<file path="config.mk">
export PLATFORM = sky130hd
export DESIGN_NAME = mul_issue_ctrl_flat
export DESIGN_NICKNAME = d
export VERILOG_FILES = /design/src/rtl/mul_issue_ctrl_if.sv /design/src/rtl/mul_issue_ctrl.sv /design/src/flat_wrapper.sv
export SDC_FILE = /design/constraint.sdc
export NUM_CORES = 1
export LEC_CHECK = 0
export CORE_MARGIN = 2
export CORE_UTILIZATION = 40
export CTS_CLUSTER_DIAMETER = 80
export DETAILED_ROUTE_END_ITERATION = 7
export PLACE_DENSITY = 0.66
export SLEW_MARGIN = 20
export SYNTH_ARGS = -nofsm -noshare
export SYNTH_HDL_FRONTEND = slang
export SYNTH_SLANG_ARGS = --single-unit
export TNS_END_PERCENT = 1
</file>
<file path="constraint.sdc">
create_clock -name clk -period 2.5 [get_ports clk]
set_input_delay 0.75 -clock clk [delete_from_list [all_inputs] [get_ports clk]]
set_output_delay 0.75 -clock clk [all_outputs]
set_load 0.01 [all_outputs]
</file>
<file path="src/rtl/mul_issue_ctrl_if.sv">
// mul_issue_ctrl_if: link between the execute-stage issue controller
// and the iterative multiplier.
// Signals:
//   startM          launch pulse to the multiplier
//   mul_opcode      00 MUL, 01 MULH, 10 MULHSU, 11 MULHU
//   operand1/2      multiplier operands
//   result_multiply product, valid while done=1
//   done            one-cycle completion pulse
// Modports: master = controller side, slave = multiplier side.
interface mul_issue_ctrl_if;
   logic        startM;
   logic [1:0]  mul_opcode;
   logic [31:0] operand1;
   logic [31:0] operand2;
   logic [31:0] result_multiply;
   logic        done;

   modport master (
      output startM,
      output mul_opcode,
      output operand1,
      output operand2,
      input  result_multiply,
      input  done
   );

   modport slave (
      input  startM,
      input  mul_opcode,
      input  operand1,
      input  operand2,
      output result_multiply,
      output done
   );
endinterface

</file>
<file path="src/rtl/mul_issue_ctrl.sv">
// mul_issue_ctrl: execute-stage issue and stall control for the iterative
// RV32M multiplier, with a one-entry result cache.
// Ports:
//   clk, rst           clock; asynchronous active-low reset
//   ex_valid/ex_is_mext/ex_funct3/ex_rs1/ex_rs2/ex_rd/ex_flush
//                      execute-stage instruction
//   mul (master)       multiplier link (startM, opcode, operands, result, done)
//   stall              holds the execute stage (combinational)
//   wb_valid/wb_rd/wb_data  writeback result
//   timeout_err        sticky: multiplier never answered
module mul_issue_ctrl #(
   parameter bit CACHE_EN = 1'b1,
   parameter int TIMEOUT  = 48
) (
   input  logic             clk,
   input  logic             rst,
   input  logic             ex_valid,
   input  logic             ex_is_mext,
   input  logic [2:0]       ex_funct3,
   input  logic [31:0]      ex_rs1,
   input  logic [31:0]      ex_rs2,
   input  logic [4:0]       ex_rd,
   input  logic             ex_flush,
   mul_issue_ctrl_if.master mul,
   output logic             stall,
   output logic             wb_valid,
   output logic [4:0]       wb_rd,
   output logic [31:0]      wb_data,
   output logic             timeout_err
);

   typedef enum logic [2:0] {
      IDLE,
      LAUNCH,
      WAIT,
      RESP,
      DRAIN
   } state_t;

   state_t      state;
   state_t      state_nx;

   logic        req;
   logic        hit;
   logic        busy;
   logic        tmo;
   logic [5:0]  tcnt;

   logic        cache_v;
   logic [1:0]  cache_op;
   logic [31:0] cache_a;
   logic [31:0] cache_b;
   logic [31:0] cache_d;

   logic [1:0]  opc_q;
   logic [31:0] op1_q;
   logic [31:0] op2_q;

   assign req = ex_valid & ex_is_mext & ~ex_funct3[2] & ~ex_flush;

   assign hit = CACHE_EN && cache_v
             && (cache_op == ex_funct3[1:0])
             && (cache_a == ex_rs1)
             && (cache_b == ex_rs2);

   assign busy = (state == WAIT) || (state == DRAIN);

   // tcnt counts completed WAIT/DRAIN cycles; this edge makes TIMEOUT.
   assign tmo = (tcnt == 6'(TIMEOUT - 1));

   assign mul.mul_opcode = opc_q;
   assign mul.operand1   = op1_q;
   assign mul.operand2   = op2_q;

   always_ff @(posedge clk or negedge rst) begin
      if (!rst) begin
         state <= IDLE;
      end else begin
         state <= state_nx;
      end
   end

   always_comb begin
      state_nx = state;
      case (state)
         IDLE: begin
            if (req) state_nx = hit ? RESP : LAUNCH;
         end
         LAUNCH: begin
            state_nx = ex_flush ? DRAIN : WAIT;
         end
         WAIT: begin
            if (mul.done) state_nx = ex_flush ? IDLE : RESP;
            else if (tmo) state_nx = IDLE;
            else if (ex_flush) state_nx = DRAIN;
         end
         RESP: begin
            state_nx = IDLE;
         end
         DRAIN: begin
            if (mul.done || tmo) state_nx = IDLE;
         end
         default: begin
            state_nx = IDLE;
         end
      endcase
   end

   // stall never looks at done, keeping it off the multiplier's timing path.
   always_comb begin
      mul.startM = 1'b0;
      stall      = 1'b0;
      wb_valid   = 1'b0;
      case (state)
         IDLE: begin
            stall = req;
         end
         LAUNCH: begin
            mul.startM = 1'b1;
            stall      = 1'b1;
         end
         WAIT: begin
            stall = 1'b1;
         end
         RESP: begin
            wb_valid = 1'b1;
         end
         DRAIN: begin
            stall = req;
         end
         default: begin
            stall = 1'b0;
         end
      endcase
   end

   // Operands are captured only on a miss so they stay stable until done.
   always_ff @(posedge clk or negedge rst) begin
      if (!rst) begin
         opc_q   <= '0;
         op1_q   <= '0;
         op2_q   <= '0;
         wb_rd   <= '0;
         wb_data <= '0;
      end else begin
         if (state == IDLE && req) begin
            wb_rd <= ex_rd;
            if (hit) begin
               wb_data <= cache_d;
            end else begin
               opc_q <= ex_funct3[1:0];
               op1_q <= ex_rs1;
               op2_q <= ex_rs2;
            end
         end
         if (state == WAIT && mul.done) begin
            wb_data <= mul.result_multiply;
         end
      end
   end

   // A drained result is still a valid product, so it refills the cache.
   always_ff @(posedge clk or negedge rst) begin
      if (!rst) begin
         cache_v  <= 1'b0;
         cache_op <= '0;
         cache_a  <= '0;
         cache_b  <= '0;
         cache_d  <= '0;
      end else if (busy && mul.done) begin
         cache_v  <= 1'b1;
         cache_op <= opc_q;
         cache_a  <= op1_q;
         cache_b  <= op2_q;
         cache_d  <= mul.result_multiply;
      end
   end

   always_ff @(posedge clk or negedge rst) begin
      if (!rst) begin
         tcnt        <= '0;
         timeout_err <= 1'b0;
      end else begin
         if (state_nx != state &&
             (state_nx == WAIT || state_nx == DRAIN)) begin
            tcnt <= '0;
         end else if (busy) begin
            tcnt <= tcnt + 6'd1;
         end
         if (busy && !mul.done && tmo) begin
            timeout_err <= 1'b1;
         end
      end
   end

endmodule

</file>
<file path="src/flat_wrapper.sv">
// flat-port wrapper written by rule: the top's interface ports become plain ports
module mul_issue_ctrl_flat 
#(
   parameter bit CACHE_EN = 1'b1,
   parameter int TIMEOUT  = 48
)
  (clk, rst, ex_valid, ex_is_mext, ex_funct3, ex_rs1, ex_rs2, ex_rd, ex_flush, stall, wb_valid, wb_rd, wb_data, timeout_err, mul_startM, mul_mul_opcode, mul_operand1, mul_operand2, mul_result_multiply, mul_done);
  mul_issue_ctrl_if mul_i ();
  input  logic clk;
  input  logic rst;
  input  logic ex_valid;
  input  logic ex_is_mext;
  input  logic [2:0] ex_funct3;
  input  logic [31:0] ex_rs1;
  input  logic [31:0] ex_rs2;
  input  logic [4:0] ex_rd;
  input  logic ex_flush;
  output logic stall;
  output logic wb_valid;
  output logic [4:0] wb_rd;
  output logic [31:0] wb_data;
  output logic timeout_err;
  output wire logic [$bits(mul_i.startM)-1:0] mul_startM;
  output wire logic [$bits(mul_i.mul_opcode)-1:0] mul_mul_opcode;
  output wire logic [$bits(mul_i.operand1)-1:0] mul_operand1;
  output wire logic [$bits(mul_i.operand2)-1:0] mul_operand2;
  input wire logic [$bits(mul_i.result_multiply)-1:0] mul_result_multiply;
  input wire logic [$bits(mul_i.done)-1:0] mul_done;
  assign mul_startM = mul_i.startM;
  assign mul_mul_opcode = mul_i.mul_opcode;
  assign mul_operand1 = mul_i.operand1;
  assign mul_operand2 = mul_i.operand2;
  assign mul_i.result_multiply = mul_result_multiply;
  assign mul_i.done = mul_done;
  mul_issue_ctrl #(.CACHE_EN(CACHE_EN), .TIMEOUT(TIMEOUT)) u_core (.clk(clk), .rst(rst), .ex_valid(ex_valid), .ex_is_mext(ex_is_mext), .ex_funct3(ex_funct3), .ex_rs1(ex_rs1), .ex_rs2(ex_rs2), .ex_rd(ex_rd), .ex_flush(ex_flush), .mul(mul_i), .stall(stall), .wb_valid(wb_valid), .wb_rd(wb_rd), .wb_data(wb_data), .timeout_err(timeout_err));
endmodule
</file>
==> results.ini <==
[cts]
ctsHoldBuffers = 0
clk_path_buf_depth = 3
numCtsBuffers = 24
cts_tree = done
cts_sinks = 212
insertion_delay_ps = 520
cts-root-buf = clkbuf_16
clkTransAtPathRegs_ps = 60
htree_levels = 1

[synth]
netlist.area_leader.share_pct = 56.0
synth_cell_types = 40
yosysSeqAreaShare_pct = 56.0
syn_area_per_cell_um2 = 13.6
synth_area_leader_cell = dfrtp_1
synth-seq-cells = 212
syn_inst = 697
synth_nets = 808
ys_top_cells_by_area = dfrtp_1 (56%), mux2_2 (20%), xnor2_1 (4.1%)
yosysWarnings = 0
syn_area_um2 = 9480

[sta]
fmaxAchievable_mhz = 397
hold_slack_ps = 142
finalCriticalPeriod_ps = 2520
tightestPinTransition_ps = 696
rsz0062_at_grt = true
finalCritPeriodShare_pct = 101
setup_ws_ps = -21.8
max_slew_margin_pct = 53.2
finalSetupViolCount = 17
fin_skew_ps = 23.6
hold_viol_final = 0
slew_violations = 0

[routing]
vias = 6586
drc = 0
antenna_left = 0
viasPerCell = 5.04
drt_iter0_markers = 272
dr.pass1.iters = 4
routedWlPerCell_um = 19.2
drt-total-wl_um = 25100

[grt]
antenna_found_initial = 5
grt_pass1_vias = 6908
gr-total-overflow = 0
grtUsageMet1_pct = 25.3
grt_max_degree = 62
grt_pass1_wl_um = 37600
grt_use_total_pct = 19.3
grt.met3_usage_pct = 6.35
met2_usage_pct = 31.0
grt-busiest-layer = met2

[place]
dp_hpwl_um = 16300
io_buffers = 216
gp_congestion = 0.814
placed_cells = 1246

[power_and_ir_drop]
power.leakage_nw = 6.47
power-per-cell-area_nw_per_um2 = 1030
ir_worst_vdd_uv = 585
power_mw = 14.4

[worst_setup_path]
start_kind = input port
cp_max_fo = 17
endpoint_kind = flip-flop
rr_startpoint = u_core.cache_a[2]
reg2reg_depth = 9
ff2ff_setup_slack_ps = 20
critical_path_arrival_ps = 2940
slowest_stage = or4_4
crit_chain = dlygate4sd2_1, xnor2_1, nand4_1, nor4_4, buf_4, nand3_1, or4_4, buf_12, a22oi_1
r2r-end = u_core.mul.operand1[31]
cp_slowest_stage_delay_ps = 560
critical_path_required_ps = 2910
criticalPathCategory = input port to flip-flop

[hold_path]
hp-class = input port to async pin

[floorplan]
die_h_um = 158
core_um2 = 23400
dieArea_um2 = 24900
rows = 56
initial_core_util_pct = 40.5
die_w_um = 158
ioPinCount = 217

[cells_and_area]
final_util_pct = 59.4
final_net_count = 1080
drive_above_1_share_pct = 35.6
area_growth_pct = 46.6
finalNonFillerCells = 1307
nFillCells = 1943

[run_status]
violations = setup timing
outcome = finished with violations

[flow_run]
drv_cap = 0

-- cells in the final DEF (no fill, tap or decap), drive strengths merged, types with 4 or more instances in the layout --
master	synthesis	final
inv	10	10
clkinv	0	4
nand2	4	4
dfrtp	212	212
buf	18	61
nand3	5	5
clkbuf	15	41
mux2i	33	33
clkdlybuf4s50	0	152
mux2	169	169
xor2	6	6
nor2	42	42
nor2b	5	5
nor4	8	8
dlygate4sd2	0	57
a22oi	32	32
xnor2	44	44
nand4	29	29
nand2b	36	36
-- power by group --
group	total (mW)	switching [mW]	internal, mW
combinational	5.05	1.93	3.11
sequential	5.80	0.969	4.83
clock	3.51	1.39	2.12
total	14.4	4.29	10.1
-- cell families (layout without fill, tap and decap cells) --
family | Yosys count | in the layout | share of synthesized area [%]
mux | 202 | 202 | 23.6
xor+xnor | 50 | 50 | 4.62
fa+ha+maj | 1 | 1 | 0.132
buf+inv | 43 | 331 | 2.23
other cells | 0 | 3 | 0
compound gates | 48 | 48 | 5.25
flops | 212 | 212 | 56.0
simple gates | 141 | 141 | 8.25
-- through the flow --
stage | TNS, ps | area [µm²] | setup WS (ps)
5_1_grt | -8770 | 13900 | -165
6_report | -124 | 13900 | -21.8
3_3_place_gp | -98490 | 12400 | -1000
2_1_floorplan | 0 | 9480 | 22.6
3_5_place_dp | -94720 | 12400 | -1000
4_1_cts | -432 | 13500 | -33.9
-- sequential cells by signal, summed over array words and instances, names as in the netlist, 2 cells and up --
register,count
u_core.wb_data,32
u_core.mul.operand2,32
u_core.cache_b,32
u_core.state,3
u_core.wb_rd,5
u_core.cache_a,32
u_core.tcnt,6
u_core.cache_d,32
u_core.mul.operand1,32
u_core.cache_op,2
u_core.mul.mul_opcode,2
-- routing by layer --
| metal | vias up | part of all wire (%) |
|---|---|---|
| met4 | 4 | 1.9 |
| met1 | 3307 | 43 |
| met5 | - | 0.092 |
| met2 | 192 | 47 |
| met3 | 34 | 7.8 |
| li1 | 3049 | - |
-- how the worst max path moves through the flow --
stage	depth (start not counted)	to	start	slack, ps
final	9	u_core.wb_data[31]	ex_rs2[10]	-20
after global routing	9	u_core.wb_data[31]	ex_rs2[10]	-160
after CTS	11	u_core.mul.operand1[25]	ex_rs2[27]	-30
after detailed placement	9	u_core.wb_data[31]	ex_rs2[27]	-1000
after global placement	8	u_core.wb_data[0]	ex_rs1[2]	-1000
after floorplan	8	u_core.mul.operand1[22]	ex_rs2[26]	20
-- synthesized netlist by cell type, drive strengths merged --
| library cell | instances |
|---|---|
| a31oi | 1 |
| and3b | 2 |
| nand2b | 36 |
| o221ai | 1 |
| nand3 | 5 |
| nand3b | 3 |
| a21o | 1 |
| nor4 | 8 |
| nor4b | 1 |
| o31ai | 1 |
| and4 | 1 |
| nand2 | 4 |
| a22o | 1 |
| buf | 18 |
| a21oi | 2 |
| inv | 10 |
| xnor2 | 44 |
| o21ai | 3 |
| a22oi | 32 |
| o22ai | 3 |
| mux2 | 169 |
| nor2 | 42 |
| clkbuf | 15 |
| nor3b | 1 |
| nor2b | 5 |
| nor3 | 3 |
| o2111ai | 3 |
| or4 | 1 |
| xor2 | 6 |
| mux2i | 33 |
| ha | 1 |
| dfrtp | 212 |
| nand4 | 29 |
-- critical path, delay by kind of cell --
kind	cells	cell delay [ps]
compound gates	1	170
xor+xnor	1	210
buf+inv	3	610
simple gates	4	1170
-- area by class of cell --
| cell class | instances | area [µm²] | share of cell area, % |
|---|---|---|---|
| sequential | 212 | 5310 | 38.2 |
| multi-input combinational | 442 | 4510 | 32.5 |
| timing repair buffer | 279 | 2850 | 20.5 |
| clock buffer | 35 | 693 | 4.99 |
| tap | 319 | 399 | 2.87 |
| clock inverter | 7 | 91.3 | 0.657 |
| inverter | 10 | 37.5 | 0.270 |
| antenna | 3 | 7.51 | 0.0540 |
-- repair_timing --
action	CTS	global route
cloned	3	5
setup endpoints to repair	102	100
gates resized for setup	113	68
pin swaps	31	40
buffers inserted	8	1
Note: power is estimated with default switching activity, not from simulation.
